### src/rtl/tile_raster_mapper.sv
// Raster scan counter with incremental board-cell tracking (no divide/multiply).
// Every output is registered and describes the same pixel in the same cycle.
module tile_raster_mapper #(
  parameter int H_RES = 128,
  parameter int V_RES = 160,
  parameter int CELL  = 12,
  parameter int COLS  = 10,
  parameter int ROWS  = 12,
  parameter int X_OFF = 4,
  parameter int Y_OFF = 8
) (
  input  logic        clk,
  input  logic        reset_n,
  input  logic        frame_start,
  input  logic        pixel_req,
  output logic [12:0] x_pos,
  output logic [12:0] y_pos,
  output logic [4:0]  q_x,
  output logic [4:0]  q_y,
  output logic [7:0]  sub_x,
  output logic [7:0]  sub_y,
  output logic        in_board,
  output logic        grid,
  output logic        frame_done
);

  if (X_OFF + COLS*CELL > H_RES || Y_OFF + ROWS*CELL > V_RES ||
      COLS > 32 || ROWS > 32 || CELL > 256) begin : g_cfg_check
    $error("tile_raster_mapper: illegal board geometry");
  end

  localparam logic [12:0] X_LAST   = 13'(H_RES - 1);
  localparam logic [12:0] Y_LAST   = 13'(V_RES - 1);
  localparam logic [12:0] X_BEG    = 13'(X_OFF);
  localparam logic [12:0] Y_BEG    = 13'(Y_OFF);
  localparam logic [12:0] X_END    = 13'(X_OFF + COLS*CELL);
  localparam logic [12:0] Y_END    = 13'(Y_OFF + ROWS*CELL);
  localparam logic [7:0]  SUB_LAST = 8'(CELL - 1);
  localparam logic        X_AT_0   = (X_OFF == 0);
  localparam logic        Y_AT_0   = (Y_OFF == 0);

  // Tracking state always describes the current pixel; the output registers
  // are a masked copy so reset can force them to zero independently.
  logic [12:0] x_r, y_r, x_n, y_n;
  logic [4:0]  cx_r, cy_r, cx_n, cy_n;
  logic [7:0]  sx_r, sy_r, sx_n, sy_n;
  logic        in_x_r, in_y_r, in_x_n, in_y_n;
  logic        done_n, inb_n, upd;

  always_comb begin
    x_n    = x_r;
    y_n    = y_r;
    cx_n   = cx_r;
    cy_n   = cy_r;
    sx_n   = sx_r;
    sy_n   = sy_r;
    in_x_n = in_x_r;
    in_y_n = in_y_r;
    done_n = 1'b0;
    upd    = frame_start | pixel_req;
    if (frame_start) begin
      x_n    = '0;
      y_n    = '0;
      cx_n   = '0;
      sx_n   = '0;
      cy_n   = '0;
      sy_n   = '0;
      in_x_n = X_AT_0;
      in_y_n = Y_AT_0;
    end else if (pixel_req) begin
      if (x_r == X_LAST) begin
        x_n    = '0;
        cx_n   = '0;
        sx_n   = '0;
        in_x_n = X_AT_0;
        if (y_r == Y_LAST) begin
          y_n    = '0;
          cy_n   = '0;
          sy_n   = '0;
          in_y_n = Y_AT_0;
          done_n = 1'b1;
        end else begin
          y_n = y_r + 13'd1;
          if (y_n == Y_BEG)      in_y_n = 1'b1;
          else if (y_n == Y_END) in_y_n = 1'b0;
          if (!(in_y_n && in_y_r)) begin
            cy_n = '0;
            sy_n = '0;
          end else if (sy_r == SUB_LAST) begin
            cy_n = cy_r + 5'd1;
            sy_n = '0;
          end else begin
            sy_n = sy_r + 8'd1;
          end
        end
      end else begin
        x_n = x_r + 13'd1;
        if (x_n == X_BEG)      in_x_n = 1'b1;
        else if (x_n == X_END) in_x_n = 1'b0;
        if (!(in_x_n && in_x_r)) begin
          cx_n = '0;
          sx_n = '0;
        end else if (sx_r == SUB_LAST) begin
          cx_n = cx_r + 5'd1;
          sx_n = '0;
        end else begin
          sx_n = sx_r + 8'd1;
        end
      end
    end
    inb_n = in_x_n & in_y_n;
  end

  always_ff @(posedge clk or negedge reset_n) begin
    if (!reset_n) begin
      x_r    <= '0;
      y_r    <= '0;
      cx_r   <= '0;
      cy_r   <= '0;
      sx_r   <= '0;
      sy_r   <= '0;
      in_x_r <= X_AT_0;
      in_y_r <= Y_AT_0;
    end else begin
      x_r    <= x_n;
      y_r    <= y_n;
      cx_r   <= cx_n;
      cy_r   <= cy_n;
      sx_r   <= sx_n;
      sy_r   <= sy_n;
      in_x_r <= in_x_n;
      in_y_r <= in_y_n;
    end
  end

  always_ff @(posedge clk or negedge reset_n) begin
    if (!reset_n) begin
      x_pos      <= '0;
      y_pos      <= '0;
      q_x        <= '0;
      q_y        <= '0;
      sub_x      <= '0;
      sub_y      <= '0;
      in_board   <= 1'b0;
      grid       <= 1'b0;
      frame_done <= 1'b0;
    end else begin
      frame_done <= done_n;
      if (upd) begin
        x_pos    <= x_n;
        y_pos    <= y_n;
        q_x      <= inb_n ? cx_n : 5'd0;
        q_y      <= inb_n ? cy_n : 5'd0;
        sub_x    <= inb_n ? sx_n : 8'd0;
        sub_y    <= inb_n ? sy_n : 8'd0;
        in_board <= inb_n;
        grid     <= inb_n & ((sx_n == 8'd0) | (sy_n == 8'd0));
      end
    end
  end

endmodule

### config.mk
export PLATFORM = sky130hd
export DESIGN_NAME = tile_raster_mapper
export DESIGN_NICKNAME = d
export VERILOG_FILES = /design/src/rtl/tile_raster_mapper.sv
export SDC_FILE = /design/constraint.sdc
export NUM_CORES = 1
export LEC_CHECK = 0
export CORE_MARGIN = 2
export CORE_UTILIZATION = 32
export DETAILED_ROUTE_END_ITERATION = 12
export PLACE_DENSITY_LB_ADDON = 0.2
export RECOVER_POWER = 100
export SLEW_MARGIN = 20
export SYNTH_ARGS = -nofsm -noshare
export SYNTH_HDL_FRONTEND = slang
export SYNTH_SLANG_ARGS = --single-unit
### constraint.sdc
create_clock -name clk -period 4.7 [get_ports clk]
set_input_delay 0.47 -clock clk [delete_from_list [all_inputs] [get_ports clk]]
set_output_delay 0.47 -clock clk [all_outputs]
set_load 0.05 [all_outputs]
==> results of run 1 <==
==> cell families after synthesis <==
| group | count (synthesis) |
|---|---|
| AO/OA/AOI/OAI | 145 |
| XOR/XNOR | 26 |
| adder cells (fa/ha/maj) | 6 |
| buffers and inverters | 40 |
| flip-flops | 109 |
| multiplexers | 2 |
| AND/OR/NAND/NOR | 237 |
==> routing by layer <==
| layer | track usage, % | vias to the layer above | wire length (µm) |
|---|---|---|---|
| met1 | 20.24 | 2078 | 6341 |
| met2 | 24.13 | 101 | 5988 |
| met5 | 0 | - | 0 |
| met4 | 6.140 | 0 | 257 |
| li1 | - | 2123 | - |
| met3 | 3.590 | 24 | 518 |
==> metrics by stage <==
stage	area (µm²)	cells
after floorplan	5418	565
after global placement	6152	811
after detailed placement	6152	811
after CTS	6412	826
after global routing	6399	826
final	6399	826
==> how the worst max path moves through the flow <==
| stage | cells after the start | slack [ns] | end |
|---|---|---|---|
| finish | 10 | 1.0 | grid |
| global route | 10 | 0.66 | grid |
| CTS | 9 | 1.61 | grid |
| detailed placement | 7 | 1.40 | q_x[3] |
| global placement | 7 | 1.49 | sub_x[5] |
| floorplan | 12 | 2.11 | q_x[0] |
==> flip-flops by register name, indices dropped and copies added (netlist names), 5 cells and up <==
| name | flops |
|---|---|
| y_r | 13 |
| x_r | 13 |
| x_pos | 13 |
| y_pos | 13 |
| sub_x | 8 |
| cx_r | 5 |
| cy_r | 5 |
| q_x | 5 |
| q_y | 5 |
| sy_r | 8 |
| sub_y | 8 |
| sx_r | 8 |
==> final cells by class <==
type                    instances  area, µm²
repair buffers                 63      601.8
flip-flops and latches        109       2728
multi-input cells             416       2522
inverters                       3      11.26
clock inverters                 2      10.01
clock buffers                  13      250.2
well taps                     220      275.3
fillers                      1678      10180
==> cell usage in the layout, fill, tap and decap left out, types with 11 or more instances in the layout <==
cell and n:
nor3_1 16, xnor2_1 16, nand3_1 26, nand4_1 11, dlygate4sd3_1 55, nand2_1 70
dfrtp_1 109, and3_1 13, a22o_1 32, o31ai_1 12, o21ai_0 46, a21oi_1 19
nor2_1 50
==> report_power, final <==
part / total (µW) / internal, µW / switching [µW] / leakage [µW]
combinational: 75.3 / 15.1 / 60.2 / 0.00116
clock: 708 / 370 / 338 / 0.000129
sequential: 945 / 942 / 3.47 / 0.00152
total: 1730 / 1330 / 401 / 0.00280
==> critical path: cells and delay by family <==
kind / cells / cell delay (ns)
buffers and inverters: 2 / 1.61
AND/OR/NAND/NOR: 3 / 0.86
multiplexers: 1 / 0.27
AO/OA/AOI/OAI: 4 / 0.71
==> impl_metrics.tcl, run 1 <==
set metrics [dict create \
    outcome "finished, violations left" \
    violations "capacitance limit, slew limit" \
    power.leakage_uw 0.002804 \
    clock_latency_ns 0.36 \
    clk_pin_slew_worst_paths_ns 0.07 \
    ant_nets 0 \
    syn_inst 565 \
    cellPowerDensity_nw_per_um2 270.1 \
    utilization_pct 38.58 \
    async_flop_share_pct 100.0 \
    synthTopCellsByArea "dfrtp_1 50%, a22o_1 5.2%, nand2_1 4.8%" \
    vdd_ir_drop_max_uv 197.7 \
    nNetsFinal 612 \
    cp-startpoint "pixel_req" \
    worstHoldStart "x_pos[8]" \
    io_buffers 58 \
    cp_cell_sequence "clkdlybuf4s50_1 -> clkbuf_1 -> nand3b_1 -> a21o_1 -> nor2_1 -> a21oi_1 -> mux2i_1 -> nor4_1 -> a41oi_2 -> o21ai_1" \
    grtUsageTotal_pct 15.24 \
    cts_sinks 109 \
    r2r-start "y_r[0]" \
    synth_top_cell_area_share_pct 50.35 \
    yosysMostFrequentCell "dfrtp_1" \
    hold_buffers 0 \
    syn_area_um2 5418 \
    cts_setup_buffers 0 \
    rsz0062_at_grt "no" \
    die-area_um2 17990 \
    diodes 0 \
    synth_seq_area_share_pct 50.35 \
    die_x_um 134.1 \
    ff2ff_setup_slack_ns 1.58 \
    yosys.cell_types.count 64 \
    drc_errors 0 \
    synthesis.nets 575 \
    synth-edff-count 0 \
    r2r_end "grid" \
    std_cell_rows 47 \
    vias 4326 \
    crit_slowest_cell "clkbuf_1" \
    layout_setup_ws_ns 0.9989 \
    antenna_found_initial 0 \
    maxCapViolations 1 \
    finalWirelength_um 13110 \
    setup-tns-final_ns 0 \
    slew_violations 61 \
    max_stage_delay_ns 1.09 \
    hold_ws_ns 0.4702 \
    yosysWarningCount 0 \
    synthSimpleGateAreaFrac_pct 22.26 \
    cts_buffer_depth 2 \
    synth-main-ff-cell "dfrtp_1" \
    finalCriticalPeriod_ns 3.701 \
    synth_xor_area_share_pct 4.203 \
    viasPerCell 5.237 \
    worstHoldPathType "flop to flop" \
    synth_top_cell_by_area "dfrtp_1" \
    synth_common_cells "109 x dfrtp_1, 70 x nand2_1, 51 x nor2_1" \
    worstMarginPinSlew_ns 3.230 \
    path_class "input pin to flop" \
    place_ws_ns 1.403 \
    grt_pass1_wl_um 21910 \
    start_kind "input pin" \
    grt_max_degree 61 \
    setup_viol 0 \
    holdPathEnd "x_pos[8]" \
    synth-compound-area-share_pct 18.18 \
    slew_headroom_pct -115.4 \
    total_power_uw 1728 \
    cts-resized-gates 0 \
    r2r_cells 9 \
    dr.pass1.iters 5 \
    syn_area_per_cell_um2 9.589 \
    gp_congestion 0.8766 \
    synth_top_family_by_area "simple AND/OR/NAND/NOR gates" \
    drive_gt1_share_pct 5.281 \
    grt_pass1_vias 4360 \
    numCtsBuffers 9 \
    cts_tree "done" \
    place_hpwl_um 8692 \
    endpoint_kind "flop" \
    hold_violations 0 \
    core_area_um2 16580 \
    routedWlPerCell_um 15.87 \
    grt-ovfl-total 0 \
    post-route-period-util_pct 78.75 \
    ys_ff_latch 109 \
    worst-path-max-fanout 35 \
    crit_arrival_ns 3.93 \
    ioPinCount 59 \
    synth-adder-area-share_pct 1.386 \
    first_iter_violations 301 \
    start_util_pct 32.67 \
    h-tree-depth 3 \
    die_y_um 134.1 \
    holdPathStages 2 \
    fmax_ghz 0.2702 \
    fin_worst_skew_ns 0.01033 \
    cts_root_buf "clkbuf_16" \
    cp.required_ns 4.93 \
    synth.mux.area_fraction_pct 0.3926 \
    syn_to_final_growth_pct 18.11 \
]
No activity file was read; power rests on OpenSTA's default activity.
==> inputs of run 2 (changes only) <==
==> constraint.sdc (replaced) <==
create_clock -name clk -period 3 [get_ports clk]
set_input_delay 0.3 -clock clk [delete_from_list [all_inputs] [get_ports clk]]
set_output_delay 0.3 -clock clk [all_outputs]
set_load 0.05 [all_outputs]
==> impl_metrics.tcl, run 2 (same netlist as run 1, synthesis figures left out) <==
set metrics [dict create \
    antenna_found_initial 0 \
    violations "capacitance limit, slew limit" \
    cellPowerDensity_nw_per_um2 440.9 \
    h-tree-depth 3 \
    vias 4423 \
    dr.pass1.iters 4 \
    grt_busiest_layer "met2" \
    cts_setup_buffers 0 \
    diodes 0 \
    crit_slowest_cell "or4_4" \
    worstHoldPathType "flop to flop" \
    cts_buffer_depth 2 \
    maxCapViolations 1 \
    fin_worst_skew_ns 0.009632 \
    core_area_um2 16580 \
    slew_headroom_pct -61.81 \
    post-route-period-util_pct 93.15 \
    std_cell_rows 47 \
    die-area_um2 17990 \
    grtUsageTotal_pct 15.38 \
    crit_arrival_ns 3.03 \
    clk_pin_slew_worst_paths_ns 0.07 \
    outcome "finished, violations left" \
    grt_max_degree 110 \
    hold_buffers 0 \
    grt-ovfl-total 0 \
    gr-usage-met2_pct 24.13 \
    finalCriticalPeriod_ns 2.795 \
    worstMarginPinSlew_ns 2.427 \
    fmax_ghz 0.3578 \
    final_cell_mix "109 x dfrtp_1, 71 x nand2_1, 56 x dlygate4sd3_1" \
    hold_violations 0 \
    utilization_pct 39.35 \
    endpoint_kind "flop" \
    syn_to_final_growth_pct 20.46 \
    start_util_pct 32.67 \
    power.leakage_uw 0.002872 \
    start_kind "flop" \
    drc_errors 0 \
    max_stage_delay_ns 0.66 \
    drive_gt1_share_pct 7.143 \
    setup_viol 0 \
    gp_congestion 0.8659 \
    routedWlPerCell_um 15.72 \
    ioPinCount 59 \
    first_iter_violations 294 \
    ant_nets 0 \
    cp_cell_sequence "nor4_4 -> nand2_1 -> or4_4 -> nor3b_4 -> nand2_4 -> o31a_1 -> a41oi_2 -> o21ai_1" \
    worst-path-max-fanout 9 \
    nNetsFinal 622 \
    finalWirelength_um 13140 \
    layout_commonest_cell "dfrtp_1" \
    setup-tns-final_ns 0 \
    grt_pass1_vias 4330 \
    met1_usage_pct 21.41 \
    path_class "flop to flop" \
    cp.required_ns 3.24 \
    vdd_ir_drop_max_uv 269.2 \
    ff2ff_setup_slack_ns 0.21 \
    cts_sinks 109 \
    die_x_um 134.1 \
    place_hpwl_um 8787 \
    clock_latency_ns 0.36 \
    viasPerCell 5.291 \
    io_buffers 58 \
    rsz0062_at_grt "no" \
    final.fill_count 1649 \
    slew_violations 110 \
    cts_root_buf "clkbuf_16" \
    met3_usage_pct 3.288 \
    grt_pass1_wl_um 22430 \
    cts_tree "done" \
    die_y_um 134.1 \
    numCtsBuffers 9 \
]
run 2: report_power, final:
| part | leakage [µW] | internal [µW] | total, µW | switching, µW |
|---|---|---|---|---|
| clock | 0.000149 | 732 | 1280 | 546 |
| sequential | 0.00152 | 1480 | 1480 | 5.41 |
| combinational | 0.00120 | 24.3 | 118 | 94.0 |
| total | 0.00287 | 2230 | 2880 | 646 |
run 2: cell type report:
cell class | count | area, µm² | area share, %
flip-flops and latches | 109 | 2728 | 41.79
multi-input cells | 416 | 2524 | 38.67
repair buffers | 73 | 674.4 | 10.33
well taps | 220 | 275.3 | 4.218
clock buffers | 10 | 229.0 | 3.508
clock inverters | 5 | 85.08 | 1.304
inverters | 3 | 11.26 | 0.1725
run 2: metal layers:
metal	routed length, µm	part of all wire [%]
met3	484	3.7
met2	6210	47
met5	0	0
met1	6286	48
met4	161	1.2
run 2: worst max-delay path, delay by kind of cell, from the launching register on:
family             cells  cell delay, ns
and+or+nand+nor        5            1.66
AOI/OAI and AO/OA      3            0.54
DFF                    1            0.48
run 2: metrics by stage:
stage | setup WS [ns] | instances | power (µW) | hold slack, ns | area (µm²)
6_report | 0.2054 | 836 | 2878 | 0.4717 | 6526
5_1_grt | 0.02547 | 836 | 2995 | 0.5055 | 6526
4_1_cts | 0.1627 | 836 | 2939 | 0.04802 | 6554
3_5_place_dp | 0.1810 | 821 | 1640 | 0.4340 | 6240
3_3_place_gp | 0.2117 | 821 | 1638 | 0.4291 | 6240
2_1_floorplan | 0.4055 | 565 | 1573 | 0.004409 | 5418
run 2: path summary, 6_finish.rpt:
| kind | start | to | cells past startpoint |
|---|---|---|---|
| worst max register to register | x_r[7] | grid | 8 |
| worst min register to register | q_y[1] | q_y[1] | 2 |
| min in group asynchronous | reset_n | x_pos[3] | 2 |
| worst max-delay path | x_r[7] | grid | 8 |
| max in group asynchronous | reset_n | sy_r[1] | 2 |
| worst min-delay path | q_y[1] | q_y[1] | 2 |
run 2: what timing repair did:
action,in CTS,in global routing
endpoints found under the setup margin,0,21
endpoints found under the hold margin,0,0
gates resized for setup,0,3
==> inputs of run 3 (changes only) <==
==> constraint.sdc (replaced) <==
create_clock -name clk -period 3.15 [get_ports clk]
set_input_delay 0.315 -clock clk [delete_from_list [all_inputs] [get_ports clk]]
set_output_delay 0.315 -clock clk [all_outputs]
set_load 0.05 [all_outputs]
==> impl_metrics.tcl, run 3 (same netlist as run 1, synthesis figures left out) <==
set metrics [dict create \
    slew_violations 62 \
    numCtsBuffers 9 \
    antenna_found_initial 0 \
    crit_arrival_ns 3.10 \
    topRoutingLayerUsed "met4" \
    cp_num_buf_inv 0 \
    die-area_um2 17990 \
    grt_pass1_vias 4462 \
    dr.pass1.iters 4 \
    ant_nets 0 \
    ioPinCount 59 \
    path_class "flop to flop" \
    maxCapViolations 1 \
    die_x_um 134.1 \
    clk_pin_slew_worst_paths_ns 0.07 \
    p_sw_share_pct 23.74 \
    core_area_um2 16580 \
    endpoint_kind "flop" \
    start_kind "flop" \
    slew_headroom_pct -0.5862 \
    grt_max_degree 62 \
    drc_errors 0 \
    io_buffers 58 \
    routedWlPerCell_um 16.13 \
    first_iter_violations 248 \
    h-tree-depth 3 \
    max_stage_delay_ns 0.69 \
    worst-path-max-fanout 9 \
    post-route-period-util_pct 91.31 \
    m1WireLength_um 6543 \
    drive_gt1_share_pct 6.667 \
    place_hpwl_um 8970 \
    fmax_ghz 0.3477 \
    critical_path.top_delay_family "compound AO/OA/AOI/OAI gates" \
    setup-tns-final_ns 0 \
    setup_viol 0 \
    grt-ovfl-total 0 \
    grt_pass1_wl_um 23120 \
    cp_cell_sequence "ha_1 -> and4_1 -> a31oi_1 -> nor3b_4 -> nand2_4 -> o31a_1 -> a41oi_2 -> o21ai_1" \
    power_switching_uw 625.3 \
    finalWirelength_um 13470 \
    vdd_ir_drop_max_uv 306.3 \
    nNetsFinal 620 \
    worstMarginPinSlew_ns 1.509 \
    cts_buffer_depth 2 \
    die_y_um 134.1 \
    met3_length_um 461 \
    start_util_pct 32.67 \
    clock_latency_ns 0.36 \
    p_int_uw 2008 \
    dp.cells 819 \
    gp_congestion 0.8123 \
    hold_violations 0 \
    outcome "finished, violations left" \
    cts_root_buf "clkbuf_16" \
    seq_power_share_pct 53.5 \
    power.leakage_uw 0.002846 \
    cts_sinks 109 \
    met2WireLength_um 6341 \
    layout_commonest_cell "dfrtp_1" \
    layout_setup_ws_ns 0.2736 \
    cp.required_ns 3.37 \
    p_clk_share_pct 42.2 \
    final.fill_count 1707 \
    rsz0062_at_grt "no" \
    vias 4316 \
    diodes 0 \
    cellPowerDensity_nw_per_um2 407.4 \
    final_cells 835 \
    combinationalPowerShare_pct 4.3 \
    violations "capacitance limit, slew limit" \
    final_cell_mix "109 x dfrtp_1, 71 x nand2_1, 57 x dlygate4sd3_1" \
    finalCriticalPeriod_ns 2.876 \
    syn_to_final_growth_pct 19.31 \
    worstHoldPathType "input pin to asynchronous set/reset pin" \
    cts_tree "done" \
    place_ws_ns 0.2367 \
    crit_slowest_cell "a31oi_1" \
    std_cell_rows 47 \
    cts_setup_buffers 0 \
    fin_worst_skew_ns 0.008933 \
    grtUsageTotal_pct 16.10 \
    ff2ff_setup_slack_ns 0.27 \
    viasPerCell 5.169 \
]
run 3: changes by cell type in the layout (fill, tap and decap cells not counted), sizes merged:
| cell | before | now |
|---|---|---|
| buf | 11 | 6 |
| clkbuf | 15 | 19 |
| bufinv | 2 | 0 |
| clkdlybuf4s50 | 1 | 0 |
| clkinv | 1 | 2 |
| clkinvlp | 1 | 2 |
| dlygate4sd3 | 56 | 57 |
run 3: area by class of cell:
type	count	area, µm²	area share (%)
flip-flops and latches	109	2728	42.20
multi-input cells	416	2512	38.87
repair buffers	71	650.6	10.07
well taps	220	275.3	4.259
clock buffers	11	252.7	3.910
clock inverters	5	33.78	0.5226
inverters	3	11.26	0.1742
run 3: repair_timing:
| action | in CTS | in global routing |
|---|---|---|
| endpoints found under the setup margin | 0 | 12 |
| hold buffers | 0 | 0 |
| resized for setup | 0 | 1 |
run 3: path summary, 6_finish.rpt:
path                           from  endpoint  cells after the start
max reg2reg                  y_r[0]      grid                      8
max                          y_r[0]      grid                      8
min                         reset_n  y_pos[7]                      1
min in group clk           sub_y[6]  sub_y[6]                      2
max in group asynchronous   reset_n   cx_r[0]                      2
min reg2reg                sub_y[6]  sub_y[6]                      2
run 3: layer usage:
layer / vias to the layer above / track usage, %
met3: 12 / 3.893
met4: 0 / 4.678
met5: - / 0
met2: 62 / 26.01
li1: 2141 / -
met1: 2101 / 21.62
run 3: power by group through the flow:
stage,Combinational (µW),Sequential [µW],Clock (µW)
global route,130,1410,1220
global placement,124,1440,0
floorplan,46.1,1450,0
detailed placement,125,1440,0
CTS,125,1410,1160
finish,113,1410,1110
run 3: metrics by stage:
stage                     hold slack, ns  util (%)  cell area, µm²  power, µW
after CTS                        0.07004     39.26            6511       2696
final                             0.3347     38.98            6464       2633
after global placement            0.4546     37.54            6225       1561
after detailed placement          0.4625     37.54            6225       1562
after global routing              0.4666     38.98            6464       2759
after floorplan                  0.01941         -            5418       1498
